===== src/rtl/bk_loader_pkg.sv =====
// Shared types for the BK .bin loader: FSM states, write-queue entry and address defaults.
// Header parsing is compiled in only when BK_BIN_HEADER_EN is defined.
package bk_loader_pkg;

  typedef enum logic [2:0] {
    IDLE,
    HDR_ADDR,
    HDR_LEN,
    DATA,
    DRAIN
  } state_t;

  typedef struct packed {
    logic [24:0] addr;
    logic [15:0] data;
  } fifo_entry_t;

  localparam logic [24:0] DL_BASE_DEFAULT  = 25'h00A0000;
  localparam logic [24:0] RAM_BASE_DEFAULT = 25'h0000000;

  // Word position of a download address inside the file.
  function automatic logic [23:0] word_index(input logic [24:0] addr, input logic [24:0] base);
    logic [24:0] off;
    off = addr - base;
    return 24'(off >> 1);
  endfunction

endpackage


===== src/rtl/bk_wr_fifo.sv =====
// Small synchronous write queue; head entry is visible combinationally while not empty.
module bk_wr_fifo
  import bk_loader_pkg::*;
#(
  parameter int DEPTH = 4
) (
  input  logic        clk,
  input  logic        reset,
  input  logic        flush,
  input  logic        push,
  input  logic        pop,
  input  fifo_entry_t wdata,
  output fifo_entry_t head,
  output logic        full,
  output logic        empty,
  output logic        drop
);

  localparam int AW = (DEPTH > 1) ? $clog2(DEPTH) : 1;

  fifo_entry_t     mem [DEPTH];
  logic [AW:0]     wr_ptr_reg;
  logic [AW:0]     rd_ptr_reg;
  logic            do_push;
  logic            do_pop;

  assign empty   = (wr_ptr_reg == rd_ptr_reg);
  assign full    = (wr_ptr_reg[AW] != rd_ptr_reg[AW]) &&
                   (wr_ptr_reg[AW-1:0] == rd_ptr_reg[AW-1:0]);
  assign do_pop  = pop && !empty;
  // A full queue still accepts a word when the head leaves in the same cycle.
  assign do_push = push && (!full || do_pop);
  assign drop    = push && !do_push;
  assign head    = mem[rd_ptr_reg[AW-1:0]];

  always_ff @(posedge clk) begin
    if (do_push) begin
      mem[wr_ptr_reg[AW-1:0]] <= wdata;
    end
  end

  always_ff @(posedge clk or posedge reset) begin
    if (reset) begin
      wr_ptr_reg <= '0;
      rd_ptr_reg <= '0;
    end else if (flush) begin
      wr_ptr_reg <= '0;
      rd_ptr_reg <= '0;
    end else begin
      if (do_push) wr_ptr_reg <= wr_ptr_reg + 1'b1;
      if (do_pop)  rd_ptr_reg <= rd_ptr_reg + 1'b1;
    end
  end

endmodule


===== src/rtl/bk_bin_loader.sv =====
// BK .bin download consumer: strips the address/length header, relocates payload words into RAM
// through a write queue. Define BK_BIN_HEADER_EN for header parsing; otherwise raw relocation.
module bk_bin_loader
  import bk_loader_pkg::*;
#(
  parameter int          FIFO_DEPTH = 4,
  parameter logic [24:0] RAM_BASE   = RAM_BASE_DEFAULT,
  parameter logic [24:0] DL_BASE    = DL_BASE_DEFAULT
) (
  input  logic        clk,
  input  logic        reset,
  input  logic        dl_active,
  input  logic        dl_wr,
  input  logic [24:0] dl_addr,
  input  logic [15:0] dl_data,
  output logic        mem_req,
  output logic [24:0] mem_addr,
  output logic [15:0] mem_dout,
  input  logic        mem_ack,
  output logic [15:0] load_addr,
  output logic [15:0] load_len,
  output logic        busy,
  output logic        done,
  output logic        overflow
);

`ifdef BK_BIN_HEADER_EN
  localparam state_t FIRST_STATE = HDR_ADDR;
`else
  localparam state_t FIRST_STATE = DATA;
`endif

  state_t      state_reg;
  state_t      state_next;
  logic        dl_wr_q_reg;
  logic        dl_active_q_reg;
  logic        ev;
  logic        act_rise;
  logic        act_fall;
  logic        push_ok;
  fifo_entry_t push_entry;
  logic        ev_q_reg;
  fifo_entry_t entry_q_reg;
  logic        overflow_reg;
  logic        fifo_empty;
  logic        fifo_full;
  logic        fifo_drop;
  fifo_entry_t fifo_head;

  assign ev       = dl_wr & ~dl_wr_q_reg;
  assign act_rise = dl_active & ~dl_active_q_reg;
  assign act_fall = ~dl_active & dl_active_q_reg;

  // dl_active history starts high so a download already running across reset is not restarted.
  always_ff @(posedge clk or posedge reset) begin
    if (reset) begin
      dl_wr_q_reg     <= 1'b0;
      dl_active_q_reg <= 1'b1;
    end else begin
      dl_wr_q_reg     <= dl_wr;
      dl_active_q_reg <= dl_active;
    end
  end

`ifdef BK_BIN_HEADER_EN
  logic [23:0] widx;
  logic [15:0] load_addr_reg;
  logic [15:0] load_len_reg;
  logic [16:0] bytes_reg;
  logic [24:0] hdr_addr;

  assign widx     = word_index(dl_addr, DL_BASE);
  assign hdr_addr = RAM_BASE + {9'b0, load_addr_reg} + {widx - 24'd2, 1'b0};

  always_comb begin
    push_ok         = ev && (state_reg == DATA) && (widx >= 24'd2) &&
                      (bytes_reg < {1'b0, load_len_reg});
    push_entry.addr = hdr_addr & ~25'd1;
    push_entry.data = dl_data;
  end

  always_ff @(posedge clk or posedge reset) begin
    if (reset) begin
      load_addr_reg <= '0;
      load_len_reg  <= '0;
      bytes_reg     <= '0;
    end else if (act_rise) begin
      bytes_reg <= '0;
    end else if (ev) begin
      if (state_reg == HDR_ADDR && widx == 24'd0) load_addr_reg <= dl_data;
      if (state_reg == HDR_LEN  && widx == 24'd1) load_len_reg  <= dl_data;
      if (push_ok) bytes_reg <= bytes_reg + 17'd2;
    end
  end

  assign load_addr = load_addr_reg;
  assign load_len  = load_len_reg;
`else
  logic [24:0] raw_addr;

  assign raw_addr = RAM_BASE + (dl_addr - DL_BASE);

  always_comb begin
    push_ok         = ev && (state_reg == DATA);
    push_entry.addr = raw_addr & ~25'd1;
    push_entry.data = dl_data;
  end

  assign load_addr = '0;
  assign load_len  = '0;
`endif

  // One register stage between strobe detection and the queue keeps the address adder off the FIFO path.
  always_ff @(posedge clk or posedge reset) begin
    if (reset) begin
      ev_q_reg    <= 1'b0;
      entry_q_reg <= '0;
    end else begin
      ev_q_reg <= push_ok && !act_rise;
      if (push_ok) entry_q_reg <= push_entry;
    end
  end

  always_ff @(posedge clk or posedge reset) begin
    if (reset)          overflow_reg <= 1'b0;
    else if (act_rise)  overflow_reg <= 1'b0;
    else if (fifo_drop) overflow_reg <= 1'b1;
  end

  bk_wr_fifo #(
    .DEPTH (FIFO_DEPTH)
  ) u_fifo (
    .clk   (clk),
    .reset (reset),
    .flush (act_rise),
    .push  (ev_q_reg),
    .pop   (mem_ack),
    .wdata (entry_q_reg),
    .head  (fifo_head),
    .full  (fifo_full),
    .empty (fifo_empty),
    .drop  (fifo_drop)
  );

  always_ff @(posedge clk or posedge reset) begin
    if (reset) state_reg <= IDLE;
    else       state_reg <= state_next;
  end

  always_comb begin
    state_next = state_reg;
    if (act_rise) begin
      state_next = FIRST_STATE;
    end else if (act_fall && state_reg != IDLE && state_reg != DRAIN) begin
      state_next = DRAIN;
    end else begin
      case (state_reg)
`ifdef BK_BIN_HEADER_EN
        HDR_ADDR: if (ev && widx == 24'd0) state_next = HDR_LEN;
        HDR_LEN:  if (ev && widx == 24'd1) state_next = DATA;
`endif
        DRAIN:    if (fifo_empty && !ev_q_reg) state_next = IDLE;
        default:  state_next = state_reg;
      endcase
    end
  end

  always_comb begin
    busy = (state_reg != IDLE) || !fifo_empty;
    done = (state_reg == DRAIN) && fifo_empty && !ev_q_reg;
  end

  assign mem_req  = !fifo_empty;
  assign mem_addr = fifo_empty ? 25'd0 : fifo_head.addr;
  assign mem_dout = fifo_empty ? 16'd0 : fifo_head.data;
  assign overflow = overflow_reg;

endmodule


===== config.mk =====
export PLATFORM = sky130hd
export DESIGN_NAME = bk_bin_loader
export DESIGN_NICKNAME = d
export VERILOG_FILES = /design/src/rtl/bk_loader_pkg.sv /design/src/rtl/bk_wr_fifo.sv /design/src/rtl/bk_bin_loader.sv
export SDC_FILE = /design/constraint.sdc
export NUM_CORES = 1
export LEC_CHECK = 0
export BUFFER_PORTS_ARGS = -buffer_cell sky130_fd_sc_hd__buf_2
export CORE_ASPECT_RATIO = 1.4
export CORE_MARGIN = 2
export CORE_UTILIZATION = 40
export DETAILED_ROUTE_END_ITERATION = 12
export GPL_ROUTABILITY_DRIVEN = 1
export SKIP_CTS_REPAIR_TIMING = 1
export SYNTH_ARGS = -nofsm -noshare
export SYNTH_HDL_FRONTEND = slang
export SYNTH_SLANG_ARGS = --single-unit

===== constraint.sdc =====
create_clock -name clk -period 2.9 [get_ports clk]
set_input_delay 0.435 -clock clk [delete_from_list [all_inputs] [get_ports clk]]
set_output_delay 0.435 -clock clk [all_outputs]
set_load 0.02 [all_outputs]

==> impl_results.rst <==
.. list-table::
   :header-rows: 1

   * - Metric
     - Value
   * - Slew margin rel.
     - 40.5%
   * - Max-Cap Viols
     - 0
   * - Biggest area contributors in the synthesized netlist
     - edfxtp_1 (56%), dfrtp_1 (15%), mux4_2 (11%)
   * - Gate count of the mapped netlist
     - 530
   * - Detailed-routing iteration count for the pre-antenna-repair pass
     - 4
   * - WL per Instance
     - 17.9 µm
   * - Total chip power
     - 8.73 mW
   * - Max FFs per register
     - 160
   * - Post-route setup TNS
     - 0 ns
   * - Dpl hpwl
     - 9580 µm
   * - Number of CTS-inserted buffers
     - 19
   * - Required @ worst endpoint
     - 2.47 ns
   * - Number of placed cells counting well taps
     - 863
   * - Hold WC Path Type
     - in2async
   * - Final setup skew
     - 0.00757 ns
   * - Per-instance average area after synthesis
     - 16.1 µm²
   * - Worst-path clk slew
     - 0.07 ns
   * - Largest net degree at the start of global routing
     - 50
   * - Placed instance area
     - 9240 µm²
   * - Cell-by-cell trace of the critical path
     - xor2_2 > or3_2 > buf_6 > and2_1 > buf_2
   * - Layout cells sized above 1
     - 28.3%
   * - CP max stage delay
     - 0.57 ns
   * - Area of the die
     - 22600 µm²
   * - Vias in the first global route
     - 4756
   * - Setup Slack @ Placement
     - 0.542 ns
   * - Number of nets in the layout
     - 676
   * - Number of enable flip-flop cells after synthesis
     - 160
   * - Synth top cells by count
     - edfxtp_1 (160), nand2_1 (107), dfrtp_1 (51), and2_1 (45), mux4_2 (40)
   * - Routed WL
     - 16100 µm
   * - Period Utilization, post-route
     - 95.0%
   * - Number of port buffers
     - 88
   * - Fraction of the core area covered by cells at the end of the flow
     - 46.8%
   * - Root Buffer
     - clkbuf_16
   * - Post-route ant nets
     - 0
   * - Number of sinks handled by clock tree synthesis
     - 212
   * - Count of endpoints failing setup in the final report
     - 0
   * - Vias per std cell
     - 4.93
   * - DR vias
     - 4415
   * - Final worst-path setup slack
     - 0.144 ns
   * - Vertical extent of the die
     - 177 µm
   * - Post-synth ARST share
     - 24.5%
   * - RePlAce Congestion
     - 0.753
   * - Most frequently used flop master after synthesis
     - edfxtp_1
   * - Count of distinct cell types in the synthesized netlist
     - 34
   * - Type of destination of the critical path
     - primary output
   * - Overflow left after global routing
     - 0
   * - Die Span X
     - 128 µm
   * - Starting DRC count in detailed routing
     - 251
   * - Cell leakage power
     - 3.82 nW
   * - Worst path buffer plus inverter count
     - 2
   * - Peak supply drop
     - 0.416 mV
   * - Critical path launch point type
     - flop
   * - Fmax
     - 0.363 GHz
   * - Worst Max-Slew Pin Slew
     - 0.891 ns
   * - GRT Util Overall
     - 14.7%
   * - Number of top-level pins
     - 123
   * - Cell family with the largest share of critical-path delay
     - simple AND/OR/NAND/NOR gates
   * - Maximum fanout count along the critical path
     - 40
   * - Final hold viol count
     - 0
   * - Standard-cell row count
     - 63
   * - Total of flip-flops plus latches after synthesis
     - 212
   * - Area of all placed cells without fillers
     - 9850 µm²
   * - Starting density of the core
     - 40.6%
   * - Fraction of synthesized cell area taken by the top area cell type
     - 56.2%
   * - Library cell with the highest instance count after synthesis
     - edfxtp_1
   * - Total number of yosys warnings
     - 0
   * - Buffer levels on the longest clock path
     - 3
   * - First-pass GRT wire length
     - 25300 µm
   * - Number of antenna diodes
     - 0
   * - Number of antenna violations at the first check in global routing
     - 0
   * - Combined area of all synthesized cells
     - 8550 µm²
   * - DRC Markers
     - 0
   * - Outcome
     - finished, final reports clean
   * - Shortest clock period the worst path allows after layout
     - 2.76 ns
   * - Placeable core region
     - 21000 µm²
   * - Area growth from synthesis to layout
     - 15.2%
   * - Cell type contributing the most total cell area after synthesis
     - edfxtp_1
   * - H-tree Lvls
     - 1
   * - Hold_ws
     - 0.0792 ns
   * - Number of pins with negative max-slew slack in the final report
     - 0
   * - RSZ-0062 raised after global routing
     - no
   * - Endpoint arrival time on the critical path
     - 2.32 ns
   * - Proportion of synthesized chip area in sequential cells
     - 71.5%
   * - CP Class
     - reg2out
   * - Power per cell area
     - 887 nW/µm²
   * - Master of the slowest instance on the critical path
     - or3_2
   * - Clock tree from TritonCTS
     - built
   * - Clock latency on the worst-skew pair
     - 0.47 ns
   * - Final std cells w/o fill
     - 896
==> power breakdown <==
group	internal, mW	switching (mW)
Sequential	3.72	0.248
Combinational	0.950	1.38
Clock	1.42	1.02
Total	6.09	2.64
==> worst reg2reg max path, stage by stage (launching register included) <==
cell	delay (ns)
dfrtp_4	0.50
xor2_2	0.27
nor4_1	0.11
nor2b_1	0.21
and2_2	0.17
buf_4	0.52
==> placed cells by master (no fill, tap or decap), types with 7 or more instances in the layout <==
cell and instances:
conb_1 33, o21ai_0 9, dfrtp_1 49, buf_2 88
buf_4 7, mux4_2 40, nor2_1 9, nand2_1 107
xor2_1 7, and2_1 42, edfxtp_1 160, clkbuf_16 19
==> logic make-up (layout without fill, tap and decap cells) <==
logic type	after synthesis	in the layout	synth area share, %
AO/OA/AOI/OAI	18	18	1.38
XOR/XNOR	14	14	1.61
adder cells (fa/ha/maj)	7	7	0.996
buffers and inverters	66	140	4.54
flip-flops	212	212	71.5
multiplexers	42	42	10.8
other	1	33	0.0439
AND/OR/NAND/NOR	170	170	9.19
==> layout make-up <==
class                      count  area [µm²]
sequential                   212        6110
fill                        1799       11200
clock inverter                 7        95.1
multi-input combinational    284        2210
timing repair buffer          99         564
tap                          260         325
inverter                       8        30.0
clock buffer                  26         512
==> path summary, 6_finish.rpt <==
kind / from / slack, ns / cells after the start / endpoint
max: u_fifo.wr_ptr_reg[1] / 0.14 / 5 / mem_dout[13]
min: reset / 0.08 / 2 / entry_q_reg[10]
max reg2reg: u_fifo.rd_ptr_reg[0] / 0.74 / 5 / u_fifo.mem[2][5]
min reg2reg: entry_q_reg[25] / 0.51 / 0 / u_fifo.mem[2][24]
max in group asynchronous: reset / 2.09 / 3 / entry_q_reg[5]
min in group clk: dl_active / 0.10 / 1 / dl_active_q_reg
==> routing by layer <==
layer / wire, µm / part of all wire, % / track usage, % / up-vias
met1: 6370 / 40 / 17.5 / 2237
met5: 0 / 0 / 0 / -
met3: 849 / 5.3 / 2.09 / 23
li1: - / - / - / 2030
met2: 8540 / 53 / 27.0 / 125
met4: 324 / 2.0 / 4.99 / 0
(Power assumes the default switching activity.)
